[src/rtl/ahb_response_mux_master.sv]
// AHB master-side return path: data-phase slave select, response mux and
// built-in default slave that answers unmapped accesses with a 2-cycle ERROR.
//
// Ports:
//   hclk, hreset      bus clock (rising edge), async active-high reset
//   hreq              decoder address-phase slave request (may be multi-hot)
//   default_slv_sel   decoder flag: unmapped non-IDLE access
//   hrdata_s          per-slave read data, packed [NUM-1:0][W-1:0]
//   hreadyout_s       per-slave hreadyout
//   hresp_s           per-slave hresp (0 OKAY, 1 ERROR)
//   hrdata            read data to master
//   hready            transfer done / address phase accepted
//   hresp             response to master
//   data_sel          registered one-hot data-phase slave select
//   err_cnt           saturating count of default-slave errors
module ahb_response_mux_master #(
  parameter int AHB_DATA_WIDTH     = 32,
  parameter int MASTER_X_SLAVE_NUM = 2,
  parameter int ERR_CNT_WIDTH      = 8
) (
  input  logic                      hclk,
  input  logic                      hreset,
  input  logic [MASTER_X_SLAVE_NUM-1:0]
                                    hreq,
  input  logic                      default_slv_sel,
  input  logic [MASTER_X_SLAVE_NUM-1:0][AHB_DATA_WIDTH-1:0]
                                    hrdata_s,
  input  logic [MASTER_X_SLAVE_NUM-1:0]
                                    hreadyout_s,
  input  logic [MASTER_X_SLAVE_NUM-1:0]
                                    hresp_s,
  output logic [AHB_DATA_WIDTH-1:0] hrdata,
  output logic                      hready,
  output logic                      hresp,
  output logic [MASTER_X_SLAVE_NUM-1:0]
                                    data_sel,
  output logic [ERR_CNT_WIDTH-1:0]  err_cnt
);

  localparam int N = MASTER_X_SLAVE_NUM;
  localparam int W = AHB_DATA_WIDTH;

  localparam logic [1:0] DS_IDLE = 2'd0;
  localparam logic [1:0] DS_ERR1 = 2'd1;
  localparam logic [1:0] DS_ERR2 = 2'd2;

  logic [N-1:0]             data_sel_q, data_sel_d;
  logic [1:0]               ds_state_q, ds_state_d;
  logic [ERR_CNT_WIDTH-1:0] err_cnt_q, err_cnt_d;

  logic [N-1:0] req_oh;
  logic         capture;
  logic         err_enter;

  // Lowest-index request wins when the decoder asserts several bits.
  always_comb begin
    req_oh = '0;
    for (int i = N - 1; i >= 0; i--) begin
      if (hreq[i]) begin
        req_oh    = '0;
        req_oh[i] = 1'b1;
      end
    end
  end

  assign capture = hready;

  always_comb begin
    data_sel_d = data_sel_q;
    if (capture) begin
      data_sel_d = default_slv_sel ? '0 : req_oh;
    end
  end

  // ERR1 always drives hready low, so capture never fires there.
  always_comb begin
    ds_state_d = DS_IDLE;
    case (ds_state_q)
      DS_IDLE: begin
        if (capture && default_slv_sel) ds_state_d = DS_ERR1;
      end
      DS_ERR1: ds_state_d = DS_ERR2;
      DS_ERR2: begin
        if (capture && default_slv_sel) ds_state_d = DS_ERR1;
      end
      default: ds_state_d = DS_IDLE;
    endcase
  end

  assign err_enter = (ds_state_d == DS_ERR1) &&
                     (ds_state_q != DS_ERR1);

  always_comb begin
    err_cnt_d = err_cnt_q;
    if (err_enter && !(&err_cnt_q)) begin
      err_cnt_d = err_cnt_q + 1'b1;
    end
  end

  always_ff @(posedge hclk or posedge hreset) begin
    if (hreset) begin
      data_sel_q <= '0;
      ds_state_q <= DS_IDLE;
      err_cnt_q  <= '0;
    end else begin
      data_sel_q <= data_sel_d;
      ds_state_q <= ds_state_d;
      err_cnt_q  <= err_cnt_d;
    end
  end

  // Masked AND-OR mux: an unselected slave's inputs are forced to zero
  // before merging, so X on an idle slave cannot reach the master.
  always_comb begin
    hrdata = '0;
    hready = 1'b1;
    hresp  = 1'b0;
    if (|data_sel_q) begin
      hready = 1'b0;
      for (int i = 0; i < N; i++) begin
        hrdata = hrdata | (hrdata_s[i] & {W{data_sel_q[i]}});
        hready = hready | (hreadyout_s[i] & data_sel_q[i]);
        hresp  = hresp  | (hresp_s[i] & data_sel_q[i]);
      end
    end else begin
      case (ds_state_q)
        DS_ERR1: begin
          hready = 1'b0;
          hresp  = 1'b1;
        end
        DS_ERR2: begin
          hready = 1'b1;
          hresp  = 1'b1;
        end
        default: begin
          hready = 1'b1;
          hresp  = 1'b0;
        end
      endcase
    end
  end

  assign data_sel = data_sel_q;
  assign err_cnt  = err_cnt_q;

endmodule

[config.mk]
export PLATFORM = sky130hd
export DESIGN_NAME = ahb_response_mux_master
export DESIGN_NICKNAME = d
export VERILOG_FILES = /design/src/rtl/ahb_response_mux_master.sv
export SDC_FILE = /design/constraint.sdc
export NUM_CORES = 1
export LEC_CHECK = 0
export BUFFER_PORTS_ARGS = -buffer_cell sky130_fd_sc_hd__buf_2
export CAP_MARGIN = 25
export CORE_ASPECT_RATIO = 1.5
export CORE_UTILIZATION = 30
export DETAILED_ROUTE_END_ITERATION = 10
export PLACE_DENSITY = 0.84
export SLEW_MARGIN = 10
export SYNTH_ARGS = -nofsm -noshare
export SYNTH_HDL_FRONTEND = slang
export SYNTH_SLANG_ARGS = --single-unit
[constraint.sdc]
create_clock -name hclk -period 2.1 [get_ports hclk]
set_input_delay 0.105 -clock hclk [delete_from_list [all_inputs] [get_ports hclk]]
set_output_delay 0.105 -clock hclk [all_outputs]
set_load 0.01 [all_outputs]
==> impl_metrics.env, run 1 <==
export IMPL_die_area_sq_um=3620
export IMPL_critical_path_buf_inv_count=1
export IMPL_cts_made_buffers=3
export IMPL_ff2ff_setup_slack_ps=330
export IMPL_place_area_sq_um=1630
export IMPL_crit_required_ps=2230
export IMPL_drt_pass1_iter_count=4
export IMPL_first_iter_violations=13
export IMPL_place_ws_ps=310
export IMPL_ir_worst_vdd_mv=0.714
export IMPL_vias_per_cell=4.89
export IMPL_hold_viol_final=0
export IMPL_tightest_slew_ps=459
export IMPL_antenna_cells=0
export IMPL_path_class="reg2reg"
export IMPL_clkLatencyLatePin_ps=250
export IMPL_ios=117
export IMPL_postCtsSetupRepairBufs=0
export IMPL_drt_total_wl_mm=3.30
export IMPL_multi_input_area_sq_um=656
export IMPL_root_buffer="clkbuf_8"
export IMPL_fin_ws_ps=330
export IMPL_max_freq_ghz=0.565
export IMPL_dieHeight_um=73.2
export IMPL_place_congestion=0.736
export IMPL_p_total_mw=1.76
export IMPL_synth_area_sq_um=1010
export IMPL_setup_tns_ps=0
export IMPL_dp_hpwl_mm=2.69
export IMPL_start_kind="register"
export IMPL_h_tree_depth=1
export IMPL_wl_per_cell_um=12.7
export IMPL_grt_overflow=0
export IMPL_power_share_switching_pct=43.8
export IMPL_initial_core_util_pct=31.8
export IMPL_rsz0062_at_grt="no"
export IMPL_wl_met2_mm=1.68
export IMPL_seq_area_sq_um=300
export IMPL_grt_pass1_wl_mm=4.92
export IMPL_critPathMaxFanout=8
export IMPL_final_common_cell="buf_2"
export IMPL_syn_to_final_growth_pct=67.0
export IMPL_clock_sinks=12
export IMPL_wl_met3_um=356
export IMPL_drv_cap=0
export IMPL_fin_crit_ps=1770
export IMPL_fin_worst_skew_ps=0.894
export IMPL_drive_above_1_share_pct=58.9
export IMPL_slowest_delay_ps=370
export IMPL_slowest_stage="dfrtp_1"
export IMPL_m1WireLength_mm=1.21
export IMPL_internal_power_mw=0.988
export IMPL_synth_warnings=0
export IMPL_synth_nets=182
export IMPL_gr_usage_all_layers_pct=18.0
export IMPL_postRouteAntennaNets=0
export IMPL_synth_seq_area_share_pct=29.6
export IMPL_cp_top_family="simple AND/OR/NAND/NOR gates"
export IMPL_final_nets=299
export IMPL_crit_path_cell_trace="inv_1, ha_1, nor3_4, o2111ai_4, nor2_1, mux2_1"
export IMPL_core_region_area_sq_um=3190
export IMPL_p_seq_share_pct=23.2
export IMPL_slew_headroom_pct=69.4
export IMPL_stdcell_area_sq_um=1690
export IMPL_clk_pin_slew_ps=50
export IMPL_synth_avg_cell_area_sq_um=9.84
export IMPL_power_frac_comb_pct=61.7
export IMPL_grt_pass1_vias=1154
export IMPL_power_share_clock_pct=15.0
export IMPL_synth_cell_types=28
export IMPL_die_x_um=49.5
export IMPL_vias=1267
export IMPL_rows=25
export IMPL_antenna_found_initial=0
export IMPL_setup_violations=0
export IMPL_fin_crit_sh_pct=84.3
export IMPL_port_buffers=116
export IMPL_cp_arrival_ps=1900
export IMPL_clock_path_buffers=2
export IMPL_fillers=305
export IMPL_highest_layer="met4"
export IMPL_cts_tree="done"
export IMPL_mostFrequentLayoutCells="buf_2, a22o_1, dfrtp_1"
export IMPL_outcome="finished, final reports clean"
export IMPL_grt_max_degree=36
export IMPL_route_detailed_drc=0
export IMPL_yosys_register_bits=12
export IMPL_slew_violations=0
export IMPL_powerDensity_nw_per_um2=1040
export IMPL_synthCells=103
export IMPL_switching_power_mw=0.769
export IMPL_crit_path_end_kind="register"
export IMPL_min_path_type="in2reg"
export IMPL_leakage_nw=0.988
through the flow:
step	instances	hold WS [ps]	utilization, %
4_1_cts	259	102	53.1
3_5_place_dp	254	132	51.0
5_1_grt	259	107	53.1
3_3_place_gp	254	126	51.0
6_report	259	104	53.1
2_1_floorplan	103	-30.3	-
cells in the mapped netlist (all sizes together):
cell	instances	share of area [%]
nor2b	1	0.62
o2111ai	1	2.6
a22o	33	29
o21ai	2	0.99
nor4	2	1.2
mux2	1	1.1
nand2	6	2.2
nor2	5	1.9
inv	5	1.9
or2	1	0.62
a221o	1	0.99
nor3	3	3.1
ha	6	7.4
clkbuf	6	2.2
nand3	2	0.99
nand4	1	0.62
buf	2	1.6
nor4b	2	3.0
dfrtp	12	30
and3	1	0.62
xor2	6	5.2
nand3b	1	0.74
o32a	1	0.99
nor3b	1	0.74
nand2b	1	0.62
cell type report:
cell class / count / share of cell area [%]
Clock buffer: 4 / 3.25
Inverter: 5 / 1.11
Tap cell: 40 / 2.96
Sequential cell: 12 / 17.7
Timing Repair Buffer: 120 / 36.2
Multi-Input combinational cell: 78 / 38.7
flip-flops by register name (all words and copies together) (netlist names):
| name | count |
|---|---|
| data_sel | 2 |
| ds_state_q | 2 |
| err_cnt | 8 |
what timing repair did:
| item | CTS | global route |
|---|---|---|
| resized for setup | 0 | 0 |
| endpoints found under the hold margin | 12 | 0 |
| hold buffers | 1 | 0 |
final timing paths:
kind,startpoint,end,cells after the start
min in group asynchronous,hreset,ds_state_q[1],3
worst max register to register,ds_state_q[1],err_cnt[1],6
worst min-delay path,hreq[1],data_sel[1],3
max in group asynchronous,hreset,err_cnt[3],3
worst min register to register,err_cnt[7],err_cnt[7],1
worst max-delay path,ds_state_q[1],err_cnt[1],6
tightest hold or removal path: stages:
cell and delay (ps):
buf_2 100, nand2_1 50, o21ai_0 60
metal layers:
layer  up-vias  track usage, %
li1        628               -
met1       561            17.2
met2        75            33.8
met3         3            5.83
met4         0            9.52
met5         -               0
cell families after synthesis:
kind of cell	synth area share, %
AO/OA/AOI/OAI	34.1
flip-flops	29.6
adder cells (fa/ha/maj)	7.41
buffers and inverters	5.68
AND/OR/NAND/NOR	16.9
multiplexers	1.11
XOR/XNOR	5.19
power groups by stage:
| stage | clock network, mW | logic, mW | registers [mW] |
|---|---|---|---|
| after global placement | 0 | 1.08 | 0.406 |
| after global routing | 0.280 | 1.21 | 0.418 |
| after CTS | 0.272 | 1.10 | 0.409 |
| after detailed placement | 0 | 1.09 | 0.411 |
| after floorplan | 0 | 0.698 | 0.410 |
| final | 0.264 | 1.08 | 0.408 |
Note: power is estimated with default switching activity, not from simulation.
==> run 2: changes to the inputs <==
==> constraint.sdc (replaced) <==
create_clock -name hclk -period 1.7 [get_ports hclk]
set_input_delay 0.085 -clock hclk [delete_from_list [all_inputs] [get_ports hclk]]
set_output_delay 0.085 -clock hclk [all_outputs]
set_load 0.01 [all_outputs]
==> impl_metrics.env, run 2 (same netlist as run 1, synthesis figures left out) <==
export IMPL_outcome="finished, violations left"
export IMPL_violations="setup timing"
export IMPL_fin_ws_ps=-38.7
export IMPL_crit_required_ps=1830
export IMPL_dp_hpwl_mm=2.89
export IMPL_max_freq_ghz=0.575
export IMPL_die_x_um=49.5
export IMPL_dieHeight_um=73.2
export IMPL_fin_crit_ps=1740
export IMPL_largest_reg_flops=8
export IMPL_antenna_found_initial=1
export IMPL_initial_core_util_pct=31.8
export IMPL_start_kind="register"
export IMPL_leakage_nw=1.01
export IMPL_rows=25
export IMPL_clock_sinks=12
export IMPL_postRouteAntennaNets=0
export IMPL_place_area_sq_um=1650
export IMPL_vias_per_cell=5.03
export IMPL_cp_arrival_ps=1870
export IMPL_drv_cap=0
export IMPL_tightest_slew_ps=473
export IMPL_fillers=306
export IMPL_fin_crit_sh_pct=102
export IMPL_slew_violations=0
export IMPL_crit_path_end_kind="register"
export IMPL_cts_tree="done"
export IMPL_clkLatencyLatePin_ps=240
export IMPL_path_class="reg2reg"
export IMPL_die_area_sq_um=3620
export IMPL_wl_per_cell_um=14.0
export IMPL_grt_overflow=0
export IMPL_vias=1324
export IMPL_gr_usage_all_layers_pct=19.5
export IMPL_first_iter_violations=25
export IMPL_antenna_cells=0
export IMPL_powerDensity_nw_per_um2=1310
export IMPL_grt_pass1_vias=1200
export IMPL_grt_pass1_wl_mm=5.37
export IMPL_slew_headroom_pct=68.5
export IMPL_final_common_cell="buf_2"
export IMPL_drive_above_1_share_pct=64.6
export IMPL_root_buffer="clkbuf_8"
export IMPL_port_buffers=116
export IMPL_setup_violations=2
export IMPL_rsz0062_at_grt="yes"
export IMPL_final_nets=304
export IMPL_clock_path_buffers=2
export IMPL_cts_made_buffers=3
export IMPL_ff2ff_setup_slack_ps=-40
export IMPL_ir_worst_vdd_mv=1.02
export IMPL_grt_max_degree=35
export IMPL_core_region_area_sq_um=3190
export IMPL_critPathMaxFanout=8
export IMPL_setup_tns_ps=-53.6
export IMPL_stdcell_area_sq_um=1770
export IMPL_h_tree_depth=1
export IMPL_place_congestion=0.743
export IMPL_clk_pin_slew_ps=50
export IMPL_drt_total_wl_mm=3.69
export IMPL_mostFrequentLayoutCells="buf_2, a22o_1, dfrtp_1"
export IMPL_drt_pass1_iter_count=4
export IMPL_route_detailed_drc=0
export IMPL_syn_to_final_growth_pct=74.4
export IMPL_fin_worst_skew_ps=2.38
export IMPL_hold_viol_final=0
export IMPL_ios=117
export IMPL_min_path_type="in2reg"
==> run 2: cell count changes in the layout (fill, tap and decap cells not counted), sizes merged <==
cell and delta:
buf +5, clkbuf -1
==> run 2: report_power, final <==
| part | switching [mW] | total, mW | leakage [nW] | internal, mW |
|---|---|---|---|---|
| clock network | 0.108 | 0.264 | 0.0216 | 0.156 |
| registers | 0.132 | 0.513 | 0.154 | 0.382 |
| logic | 0.780 | 1.53 | 0.833 | 0.752 |
==> run 2: final timing paths <==
check                                   start       endpoint  cells after the start
worst max-delay path            ds_state_q[1]     err_cnt[0]                      8
worst min-delay path                  hreq[1]    data_sel[1]                      3
worst max register to register  ds_state_q[1]     err_cnt[0]                      8
worst min register to register     err_cnt[7]     err_cnt[7]                      1
max in group asynchronous              hreset  ds_state_q[0]                      3
min in group asynchronous              hreset     err_cnt[5]                      3
==> run 2: final cells by class <==
class	instances	area, sq um	area share [%]
flip-flops and latches	12	302	17.1
repair buffers	125	654	37.0
inverters	5	18.8	1.06
multi-input cells	78	702	39.7
clock buffers	3	41.3	2.34
well taps	40	50.0	2.83
==> run 2: critical path, cell delays in order (launching register included) <==
cell and delay, ps:
dfrtp_1 410, buf_4 140, ha_1 170, or2_4 260, o2111ai_4 180, nor2_4 80
buf_4 140, buf_6 100, xor2_1 130
==> run 2: layer usage <==
| metal | part of all wire [%] | GRT usage (%) | vias to the layer above |
|---|---|---|---|
| met2 | 52 | 35.9 | 77 |
| met3 | 9.1 | 4.17 | 8 |
| met4 | 1.9 | 9.52 | 0 |
| met5 | 0 | 0 | - |
| li1 | - | - | 636 |
| met1 | 37 | 20.7 | 603 |
==> run 2: stage by stage <==
stage          hold WS (ps)  util (%)  std cells  power (mW)  setup WS [ps]
4_1_cts                 125      54.7        262        2.28          -23.1
3_3_place_gp            107      51.7        257        1.87           20.8
6_report                137      55.4        263        2.31          -38.7
3_5_place_dp            114      51.7        257        1.93           -117
2_1_floorplan         -50.3         -        103        1.37           56.1
5_1_grt                 142      55.4        263        2.48          -99.0
==> run 2: timing repair <==
item                                    4_1_cts  5_1_grt
endpoints found under the setup margin        4        8
setup buffers                                 1        1
pin swaps                                     4        9
gates resized for setup                      12        3
hold buffers                                  1        0
endpoints found under the hold margin        12        0
